**src/rtl/mdu_pkg.sv**
```systemverilog
// Shared types, constants and op-decode helpers for the iterative RV32M multiply/divide unit.
package mdu_pkg;

    // RV32M funct3 encodings
    typedef enum logic [2:0] {
        OP_MUL    = 3'b000,
        OP_MULH   = 3'b001,
        OP_MULHSU = 3'b010,
        OP_MULHU  = 3'b011,
        OP_DIV    = 3'b100,
        OP_DIVU   = 3'b101,
        OP_REM    = 3'b110,
        OP_REMU   = 3'b111
    } mdu_op_e;

    typedef enum logic [1:0] {
        IDLE = 2'd0,
        RUN  = 2'd1,
        FIX  = 2'd2
    } mdu_state_e;

    // Quotient for a zero divisor; sliced down to the datapath width by users.
    localparam logic [63:0] DIV_ZERO_Q = '1;

    // rs1 is treated as two's complement
    function automatic logic is_signed_a(input mdu_op_e op);
        return op inside {OP_MUL, OP_MULH, OP_MULHSU, OP_DIV, OP_REM};
    endfunction

    // rs2 is treated as two's complement
    function automatic logic is_signed_b(input mdu_op_e op);
        return op inside {OP_MUL, OP_MULH, OP_DIV, OP_REM};
    endfunction

    function automatic logic is_div(input mdu_op_e op);
        return op[2];
    endfunction

endpackage

```
**src/rtl/mdu_signfix.sv**
```systemverilog
// Sign correction and special-case override applied to the unsigned magnitude result.
// For multiplies i_acc is the 2W product; for divides i_acc is {remainder, quotient}.
module mdu_signfix
    import mdu_pkg::*;
#(
    parameter int DATA_WIDTH = 32
) (
    input  mdu_op_e                   i_op,
    input  logic [2*DATA_WIDTH-1:0]   i_acc,
    input  logic                      i_neg_a,
    input  logic                      i_neg_b,
    input  logic                      i_div_zero,
    input  logic                      i_ovf,
    output logic [DATA_WIDTH-1:0]     o_result
);

    logic [2*DATA_WIDTH-1:0] w_prod;
    logic [DATA_WIDTH-1:0]   w_quo;
    logic [DATA_WIDTH-1:0]   w_rem;
    logic [DATA_WIDTH-1:0]   w_min;

    // Sign flags are already zero for operands treated as unsigned.
    assign w_prod = (i_neg_a ^ i_neg_b) ? -i_acc : i_acc;
    assign w_quo  = (i_neg_a ^ i_neg_b) ? -i_acc[DATA_WIDTH-1:0] : i_acc[DATA_WIDTH-1:0];
    // Remainder takes the dividend's sign; with a zero divisor this reproduces the dividend.
    assign w_rem  = i_neg_a ? -i_acc[2*DATA_WIDTH-1:DATA_WIDTH] : i_acc[2*DATA_WIDTH-1:DATA_WIDTH];
    assign w_min  = {1'b1, {(DATA_WIDTH-1){1'b0}}};

    // Select the architectural result for the latched op
    always_comb begin
        o_result = '0;
        unique case (i_op)
            OP_MUL:                        o_result = w_prod[DATA_WIDTH-1:0];
            OP_MULH, OP_MULHSU, OP_MULHU:  o_result = w_prod[2*DATA_WIDTH-1:DATA_WIDTH];
            OP_DIV, OP_DIVU: begin
                if (i_div_zero)  o_result = DIV_ZERO_Q[DATA_WIDTH-1:0];
                else if (i_ovf)  o_result = w_min;
                else             o_result = w_quo;
            end
            OP_REM, OP_REMU: begin
                if (i_div_zero)  o_result = w_rem;
                else if (i_ovf)  o_result = '0;
                else             o_result = w_rem;
            end
            default:             o_result = '0;
        endcase
    end

endmodule

```
**src/rtl/mdu_iterative.sv**
```systemverilog
// Iterative RV32M multiply/divide unit: one radix-2 step per cycle, fixed DATA_WIDTH+1 latency.
module mdu_iterative
    import mdu_pkg::*;
#(
    parameter int DATA_WIDTH = 32,
    parameter int OP_LENGTH  = 3
) (
    input  logic                  clk,
    input  logic                  reset,
    input  logic                  start,
    input  logic [OP_LENGTH-1:0]  op,
    input  logic [DATA_WIDTH-1:0] SrcA,
    input  logic [DATA_WIDTH-1:0] SrcB,
    input  logic                  flush,
    output logic                  busy,
    output logic                  done,
    output logic [DATA_WIDTH-1:0] Result
);

    localparam int CW = $clog2(DATA_WIDTH) + 1;

    mdu_state_e              r_state, w_state_next;
    mdu_op_e                 r_op;
    logic [CW-1:0]           r_cnt;
    logic                    r_neg_a, r_neg_b, r_ovf;
    // Multiply: |A| added into the product; divide: |B| divisor.
    logic [DATA_WIDTH-1:0]   r_opnd;
    // Multiply: {product hi, multiplier/product lo}; divide: {remainder, dividend/quotient}.
    logic [2*DATA_WIDTH-1:0] r_acc;
    logic [DATA_WIDTH-1:0]   r_result;
    logic                    r_done;

    mdu_op_e                 w_op_in;
    logic                    w_sa, w_sb, w_accept, w_last, w_fix_go;
    logic [DATA_WIDTH-1:0]   w_mag_a, w_mag_b, w_fix_result;
    logic [DATA_WIDTH:0]     w_sum, w_diff;
    logic [2*DATA_WIDTH-1:0] w_mul_next, w_div_next;

    assign w_op_in  = mdu_op_e'(op);
    assign w_sa     = is_signed_a(w_op_in) & SrcA[DATA_WIDTH-1];
    assign w_sb     = is_signed_b(w_op_in) & SrcB[DATA_WIDTH-1];
    assign w_mag_a  = w_sa ? -SrcA : SrcA;
    assign w_mag_b  = w_sb ? -SrcB : SrcB;
    assign w_accept = (r_state == IDLE) & start & ~flush;
    assign w_last   = (r_cnt == CW'(DATA_WIDTH - 1));
    assign w_fix_go = (r_state == FIX) & ~flush;

    // Shift-add: conditionally add into the high half, then shift the whole product right.
    assign w_sum      = {1'b0, r_acc[2*DATA_WIDTH-1:DATA_WIDTH]}
                        + (r_acc[0] ? {1'b0, r_opnd} : '0);
    assign w_mul_next = {w_sum, r_acc[DATA_WIDTH-1:1]};

    // Restoring divide: trial-subtract the divisor from the shifted partial remainder.
    assign w_diff     = r_acc[2*DATA_WIDTH-1:DATA_WIDTH-1] - {1'b0, r_opnd};
    assign w_div_next = w_diff[DATA_WIDTH]
                        ? {r_acc[2*DATA_WIDTH-2:0], 1'b0}
                        : {w_diff[DATA_WIDTH-1:0], r_acc[DATA_WIDTH-2:0], 1'b1};

    mdu_signfix #(
        .DATA_WIDTH (DATA_WIDTH)
    ) u_signfix (
        .i_op       (r_op),
        .i_acc      (r_acc),
        .i_neg_a    (r_neg_a),
        .i_neg_b    (r_neg_b),
        .i_div_zero (is_div(r_op) & (r_opnd == '0)),
        .i_ovf      (r_ovf),
        .o_result   (w_fix_result)
    );

    // State register
    always_ff @(posedge clk) begin
        if (reset) r_state <= IDLE;
        else       r_state <= w_state_next;
    end

    // Next-state logic; flush returns to IDLE from RUN or FIX
    always_comb begin
        w_state_next = r_state;
        unique case (r_state)
            IDLE:    if (w_accept) w_state_next = RUN;
            RUN: begin
                if (flush)       w_state_next = IDLE;
                else if (w_last) w_state_next = FIX;
            end
            FIX:     w_state_next = IDLE;
            default: w_state_next = IDLE;
        endcase
    end

    // Operand latch, iteration datapath and result register
    always_ff @(posedge clk) begin
        if (reset) begin
            r_op     <= OP_MUL;
            r_cnt    <= '0;
            r_neg_a  <= 1'b0;
            r_neg_b  <= 1'b0;
            r_ovf    <= 1'b0;
            r_opnd   <= '0;
            r_acc    <= '0;
            r_result <= '0;
            r_done   <= 1'b0;
        end else begin
            r_done <= w_fix_go;
            if (w_fix_go) r_result <= w_fix_result;
            if (w_accept) begin
                r_op    <= w_op_in;
                r_cnt   <= '0;
                r_neg_a <= w_sa;
                r_neg_b <= w_sb;
                r_ovf   <= is_div(w_op_in) & is_signed_b(w_op_in)
                           & (SrcA == {1'b1, {(DATA_WIDTH-1){1'b0}}}) & (SrcB == '1);
                r_opnd  <= is_div(w_op_in) ? w_mag_b : w_mag_a;
                r_acc   <= {{DATA_WIDTH{1'b0}}, (is_div(w_op_in) ? w_mag_a : w_mag_b)};
            end else if ((r_state == RUN) && !flush) begin
                r_acc <= is_div(r_op) ? w_div_next : w_mul_next;
                r_cnt <= r_cnt + 1'b1;
            end
        end
    end

    assign busy   = (r_state != IDLE);
    assign done   = r_done;
    assign Result = r_result;

endmodule

```
**config.mk**
```make
export PLATFORM = sky130hd
export DESIGN_NAME = mdu_iterative
export DESIGN_NICKNAME = d
export VERILOG_FILES = /design/src/rtl/mdu_pkg.sv /design/src/rtl/mdu_signfix.sv /design/src/rtl/mdu_iterative.sv
export SDC_FILE = /design/constraint.sdc
export NUM_CORES = 1
export LEC_CHECK = 0
export BUFFER_PORTS_ARGS = -buffer_cell sky130_fd_sc_hd__buf_2
export CAP_MARGIN = 20
export CELL_PAD_IN_SITES_DETAIL_PLACEMENT = 1
export CELL_PAD_IN_SITES_GLOBAL_PLACEMENT = 2
export CORE_MARGIN = 10
export CORE_UTILIZATION = 38
export DETAILED_ROUTE_END_ITERATION = 10
export PLACE_DENSITY_LB_ADDON = 0.1
export SKIP_LAST_GASP = 1
export SYNTH_ARGS = -nofsm -noshare
export SYNTH_HDL_FRONTEND = slang
export SYNTH_HIERARCHICAL = 1
export SYNTH_SLANG_ARGS = --single-unit
export TNS_END_PERCENT = 100
```
**constraint.sdc**
```tcl
create_clock -name clk -period 7.3 [get_ports clk]
set_input_delay 1.095 -clock clk [delete_from_list [all_inputs] [get_ports clk]]
set_output_delay 1.095 -clock clk [all_outputs]
set_load 0.005 [all_outputs]
```
==> flow_summary.json, run 1 <==
{
  "rrSetupSlack_ns": 2.67,
  "drc_errors": 0,
  "layout-drive-gt1-share_pct": 10.2,
  "grt_pass1_vias": 16200,
  "peakVddDrop_uv": 171,
  "power_frac_clock_pct": 34.8,
  "min_to": "Result[23]$_SDFFE_PP0P_",
  "cts_max_path_buffers": 2,
  "cts_resized": 0,
  "first_iter_violations": 1050,
  "cpMostUsedCell": "a21oi_1",
  "dp_hpwl_um": 49300,
  "ys_top_cells_by_area": "dfxtp_1, a21oi_1, nand2_1, ha_1, xnor2_1",
  "syn_nets": 2243,
  "critPathTopFamily": "simple AND/OR/NAND/NOR gates",
  "fin_skew_ns": 0.0133,
  "hold_violations": 0,
  "hold_depth": 2,
  "grt_setup_unrepaired": "no",
  "cp_slowest_cell": "and3_1",
  "fp.dieH_um": 216,
  "gp_congestion": 0.941,
  "reg2reg_depth": 14,
  "power.switching_fraction_pct": 39.2,
  "hp-class": "reg2reg",
  "power_density_mw_per_mm2": 167,
  "path_cells": "inv_1 > nor4_1 > nand4_1 > nor3_1 > buf_4 > nand2b_1 > and3_1 > a21oi_1 > o22a_1 > o211a_1 > a21o_1 > a22oi_1 > nand2_1 > a21oi_1",
  "cts_max_level": 4,
  "drt-vias-per-instance": 6.11,
  "vias": 16200,
  "r2r_end": "Result[30]$_SDFFE_PP0P_",
  "rr_startpoint": "r_op[2]$_SDFFE_PP0P_",
  "post_cts_buffers": 0,
  "grt_pass1_wl_um": 98300,
  "ys_warn_count": 6,
  "worstSetupStartpointType": "register",
  "cp_num_buf_inv": 2,
  "synth.top_cells.by_count": "nand2_1, a21oi_1, nor2_1",
  "antenna_found_initial": 1,
  "period_share_pct": 63.5,
  "cts_root_buf": "clkbuf_16",
  "leakage_nw": 6.28,
  "io_pins": 105,
  "wirelength_um": 64300,
  "yosysTopAreaCell": "dfxtp_1",
  "initial_core_util_pct": 38.8,
  "postRouteAntennaNets": 0,
  "holdWs_ns": 0.450,
  "power.internal_w": 0.00165,
  "cap_violations": 0,
  "die_width_um": 216,
  "critPathRequiredTime_ns": 7.67,
  "cts_tree": "built",
  "synth.cell_area_sq_mm": 0.0147,
  "period_minus_slack_ns": 4.63,
  "cp_max_fo": 32,
  "worstMarginPinSlew_ns": 0.996,
  "p_comb_share_pct": 32.8,
  "ys_async_sr_fraction_pct": 0,
  "hold_buffers": 0,
  "core_region_area_sq_mm": 0.0378,
  "slew_headroom_pct": 33.0,
  "io_buffers": 104,
  "slowest_delay_ns": 0.76,
  "finalSetupViolCount": 0,
  "synth.most_common_cell": "nand2_1",
  "endpoint_kind": "register",
  "syn_inst": 2100,
  "fmax_mhz": 216,
  "power_switching_w": 0.00106,
  "insertion_delay_ns": 0.46,
  "p_seq_share_pct": 32.3,
  "slew_viol_final": 0,
  "synth_edf_count": 0,
  "avgRoutedWirePerCell_um": 24.3,
  "nets": 2265,
  "syn_area_per_cell_sq_um": 6.99,
  "critical_path_arrival_ns": 5.00,
  "clock-sinks": 143,
  "grt.total_usage_pct": 26.6,
  "grt_max_degree": 78,
  "cts_made_buffers": 17,
  "dr.pass1.iters": 5,
  "area_growth_pct": 10.3,
  "rows": 71,
  "path_class": "reg2reg",
  "ys_seq_elements": 143,
  "status": "complete, no violations",
  "synth_seq_area_share_pct": 19.5,
  "grt-ovfl-total": 0,
  "synthFlopType": "dfxtp_1",
  "clk_pin_slew_ns": 0.07,
  "synth_top_area_share_pct": 19.5,
  "min_from": "Result[23]$_SDFFE_PP0P_",
  "antenna_cells": 0,
  "synth_cell_types": 87,
  "tns_ns": 0,
  "dieArea_sq_mm": 0.0469
}
## registers in the layout (all words and copies together), names as in the netlist
name	count
r_acc	64
done	1
r_state	2
r_neg_a	1
r_neg_b	1
r_op	3
Result	32
r_opnd	32
r_ovf	1
r_cnt	6
## power groups by stage
stage / Sequential, W / Clock [W] / Combinational, W
2_1_floorplan: 0.000858 / 0 / 0.000619
3_3_place_gp: 0.000891 / 0 / 0.000851
3_5_place_dp: 0.000892 / 0 / 0.000864
4_1_cts: 0.000874 / 0.000956 / 0.000869
5_1_grt: 0.000879 / 0.000986 / 0.000963
6_report: 0.000876 / 0.000943 / 0.000889
## routing by layer
| layer | global-route usage [%] | vias up | wire length (um) |
|---|---|---|---|
| li1 | - | 7671 | - |
| met1 | 35.5 | 7963 | 29700 |
| met2 | 43.4 | 454 | 29700 |
| met3 | 3.25 | 87 | 3160 |
| met4 | 9.00 | 0 | 1810 |
| met5 | 0 | - | 0 |
## area by class of cell
class,instances,area (sq um)
fillers,4860,21700
multi-input cells,1757,11000
clock inverters,14,168
flip-flops and latches,143,2870
clock buffers,18,439
well taps,511,639
inverters,71,267
repair buffers,132,768
## worst max-delay path by stage
| stage | start | end | slack (ns) | cells past startpoint |
|---|---|---|---|---|
| finish | r_op[2]$_SDFFE_PP0P_ | Result[30]$_SDFFE_PP0P_ | 2.67 | 14 |
| global route | r_op[2]$_SDFFE_PP0P_ | Result[30]$_SDFFE_PP0P_ | 2.45 | 14 |
| CTS | r_op[2]$_SDFFE_PP0P_ | Result[30]$_SDFFE_PP0P_ | 2.79 | 14 |
| detailed placement | r_op[2]$_SDFFE_PP0P_ | Result[30]$_SDFFE_PP0P_ | 2.80 | 14 |
| global placement | r_op[2]$_SDFFE_PP0P_ | Result[30]$_SDFFE_PP0P_ | 2.95 | 14 |
| floorplan | SrcA[4] | r_opnd[30]$_SDFFE_PP0P_ | 4.13 | 9 |
## per-stage QoR
stage               util, %  cell area (sq um)  setup WS, ns  power [W]  std cells
floorplan                 -              14700          4.13    0.00148       2100
global placement       40.9              15500          2.95    0.00174       2609
detailed placement     41.1              15500          2.80    0.00176       2612
CTS                    42.7              16200          2.79    0.00270       2644
global route           42.7              16200          2.45    0.00283       2646
finish                 42.7              16200          2.67    0.00271       2646
## cell usage in the layout (no fill, tap or decap), drive strengths merged, types with 41 or more instances in the layout
master / instances
a211oi: 43
a21oi: 254
and2: 50
buf: 132
dfxtp: 143
ha: 70
inv: 78
mux2i: 43
nand2: 261
nand3: 41
nor2: 190
nor3: 52
o211ai: 62
o21ai: 148
xnor2: 98
xor2: 75
## cell families after synthesis
| logic type | after synthesis | share of synthesized area [%] |
|---|---|---|
| compound gates | 699 | 30.0 |
| xor+xnor | 173 | 10.6 |
| fa+ha+maj | 72 | 6.24 |
| buf+inv | 200 | 5.47 |
| flops | 143 | 19.5 |
| mux | 52 | 3.63 |
| simple gates | 761 | 24.6 |
## tightest hold or removal path, cell delays in order (launching register included)
cell and delay, ns:
dfxtp_1 0.31, nand2_1 0.05, a21oi_1 0.05
Power figures use the tool's default switching activity.
==> run 2: changes to the inputs <==
Settings changed: CORE_UTILIZATION 38 to 32.
Clock period 7.3 ns to 3.8 ns, I/O delays scaled along.
==> flow_summary.json, run 2 (synthesized netlist as in run 1, its figures left out) <==
{
  "io_pins": 105,
  "layout_common_cells": "nand2_1, a21oi_1, nor2_1",
  "reg2reg_depth": 13,
  "period_share_pct": 93.7,
  "min_to": "r_op[2]$_SDFFE_PP0P_",
  "worstMarginPinSlew_ns": 0.896,
  "hold_buffers": 0,
  "cts_max_level": 4,
  "hp-class": "in2reg",
  "fillers": 5792,
  "status": "complete, no violations",
  "nets": 2351,
  "dp_hpwl_um": 55000,
  "rr_startpoint": "r_acc[0]$_SDFFE_PP0P_",
  "critPathRequiredTime_ns": 4.21,
  "path_class": "reg2reg",
  "cts_max_path_buffers": 2,
  "endpoint_kind": "register",
  "die_width_um": 234,
  "regMostFlops": "r_acc",
  "largest_reg_flops": 64,
  "dp_cells": 2789,
  "first_iter_violations": 1217,
  "grt.total_usage_pct": 24.9,
  "drt-vias-per-instance": 5.80,
  "grt_pass1_vias": 16700,
  "grt_setup_unrepaired": "no",
  "insertion_delay_ns": 0.50,
  "grt_pass1_wl_um": 104000,
  "final_common_cell": "nand2_1",
  "fin_skew_ns": 0.0141,
  "io_buffers": 104,
  "min_from": "op[2]",
  "fin_cells": 2821,
  "cts_root_buf": "clkbuf_16",
  "grt_max_degree": 66,
  "multi_input_area_sq_mm": 0.0110,
  "leakage_nw": 6.72,
  "r2r_end": "r_acc[59]$_SDFFE_PP0P_",
  "layout-drive-gt1-share_pct": 13.7,
  "cts_made_buffers": 17,
  "fp.dieH_um": 234,
  "tns_ns": 0,
  "finalSetupViolCount": 0,
  "antenna_cells": 0,
  "slew_headroom_pct": 40.1,
  "grt-ovfl-total": 0,
  "critical_path_arrival_ns": 3.97,
  "rrSetupSlack_ns": 0.24,
  "clk_pin_slew_ns": 0.08,
  "cts_tree": "built",
  "finalInstanceArea_sq_mm": 0.0169,
  "postRouteAntennaNets": 0,
  "gp_congestion": 0.962,
  "vias": 16400,
  "wirelength_um": 69100,
  "worstSetupStartpointType": "register",
  "area_growth_pct": 15.5,
  "cp_max_fo": 8,
  "dr.pass1.iters": 5,
  "antenna_found_initial": 3,
  "initial_core_util_pct": 32.3,
  "rows": 78,
  "fmax_mhz": 281,
  "hold_violations": 0,
  "hold_depth": 3,
  "drc_errors": 0,
  "slew_viol_final": 0,
  "core_region_area_sq_mm": 0.0454,
  "dieArea_sq_mm": 0.0548,
  "avgRoutedWirePerCell_um": 24.5,
  "cap_violations": 0,
  "area.sequential_sq_mm": 0.00287,
  "clock-sinks": 143,
  "peakVddDrop_uv": 298,
  "postPlaceCellArea_sq_mm": 0.0163,
  "period_minus_slack_ns": 3.56,
  "power_density_mw_per_mm2": 312
}
[run 2: timing repair]
item	CTS	global route
endpoints found under the setup margin	0	1
resized for setup	0	1
setup buffers	0	0
endpoints found under the hold margin	0	0
[run 2: routing by layer]
metal / track usage [%] / share of wire, %
met1: 32.8 / 46
met2: 41.1 / 47
met3: 3.57 / 4.1
met4: 7.70 / 2.6
met5: 0 / 0
[run 2: how the worst max path moves through the flow]
stage                     startpoint                     end  slack [ns]  cells after the start
3_3_place_gp   r_acc[0]$_SDFFE_PP0P_  r_acc[58]$_SDFFE_PP0P_        0.34                     13
2_1_floorplan  r_acc[0]$_SDFFE_PP0P_  r_acc[49]$_SDFFE_PP0P_        0.64                     14
6_report       r_acc[0]$_SDFFE_PP0P_  r_acc[59]$_SDFFE_PP0P_        0.24                     13
3_5_place_dp   r_acc[0]$_SDFFE_PP0P_  r_acc[58]$_SDFFE_PP0P_        0.27                     13
4_1_cts        r_acc[0]$_SDFFE_PP0P_  r_acc[58]$_SDFFE_PP0P_        0.20                     13
5_1_grt        r_acc[0]$_SDFFE_PP0P_  r_acc[59]$_SDFFE_PP0P_        0.02                     13
[run 2: layout make-up]
cell class                 count  area share, %
clock buffer                  17           2.51
clock inverter                15          0.968
inverter                      71           1.57
multi-input combinational   1757           65.2
sequential                   143           16.9
tap                          600           4.43
timing repair buffer         218           8.44
[run 2: critical path, cell delays in order (launching register included)]
cell and delay (ns):
dfxtp_1 0.44, and2_1 0.23, ha_1 0.21, fa_1 0.41, a21o_1 0.22, a221oi_2 0.28, a21oi_1 0.17, o211a_1 0.33
a21oi_2 0.31, a21bo_2 0.20, nand2_1 0.06, xnor2_1 0.25, o22ai_1 0.13, o21ai_0 0.22
[run 2: stage by stage]
step                      setup WS, ns  util, %  total power (W)  hold slack (ns)
after floorplan                  0.639        -          0.00284            0.431
after global placement           0.341     35.9          0.00350            0.440
after detailed placement         0.274     36.0          0.00352            0.447
after CTS                        0.196     37.3          0.00533            0.407
after global routing            0.0182     37.3          0.00557            0.433
final                            0.240     37.3          0.00529            0.442
[run 2: where the power goes]
part	internal (W)	leakage (nW)	switching, W
logic	0.000672	5.26	0.00118
clock network	0.000935	0.295	0.000845
registers	0.00155	1.16	0.000102
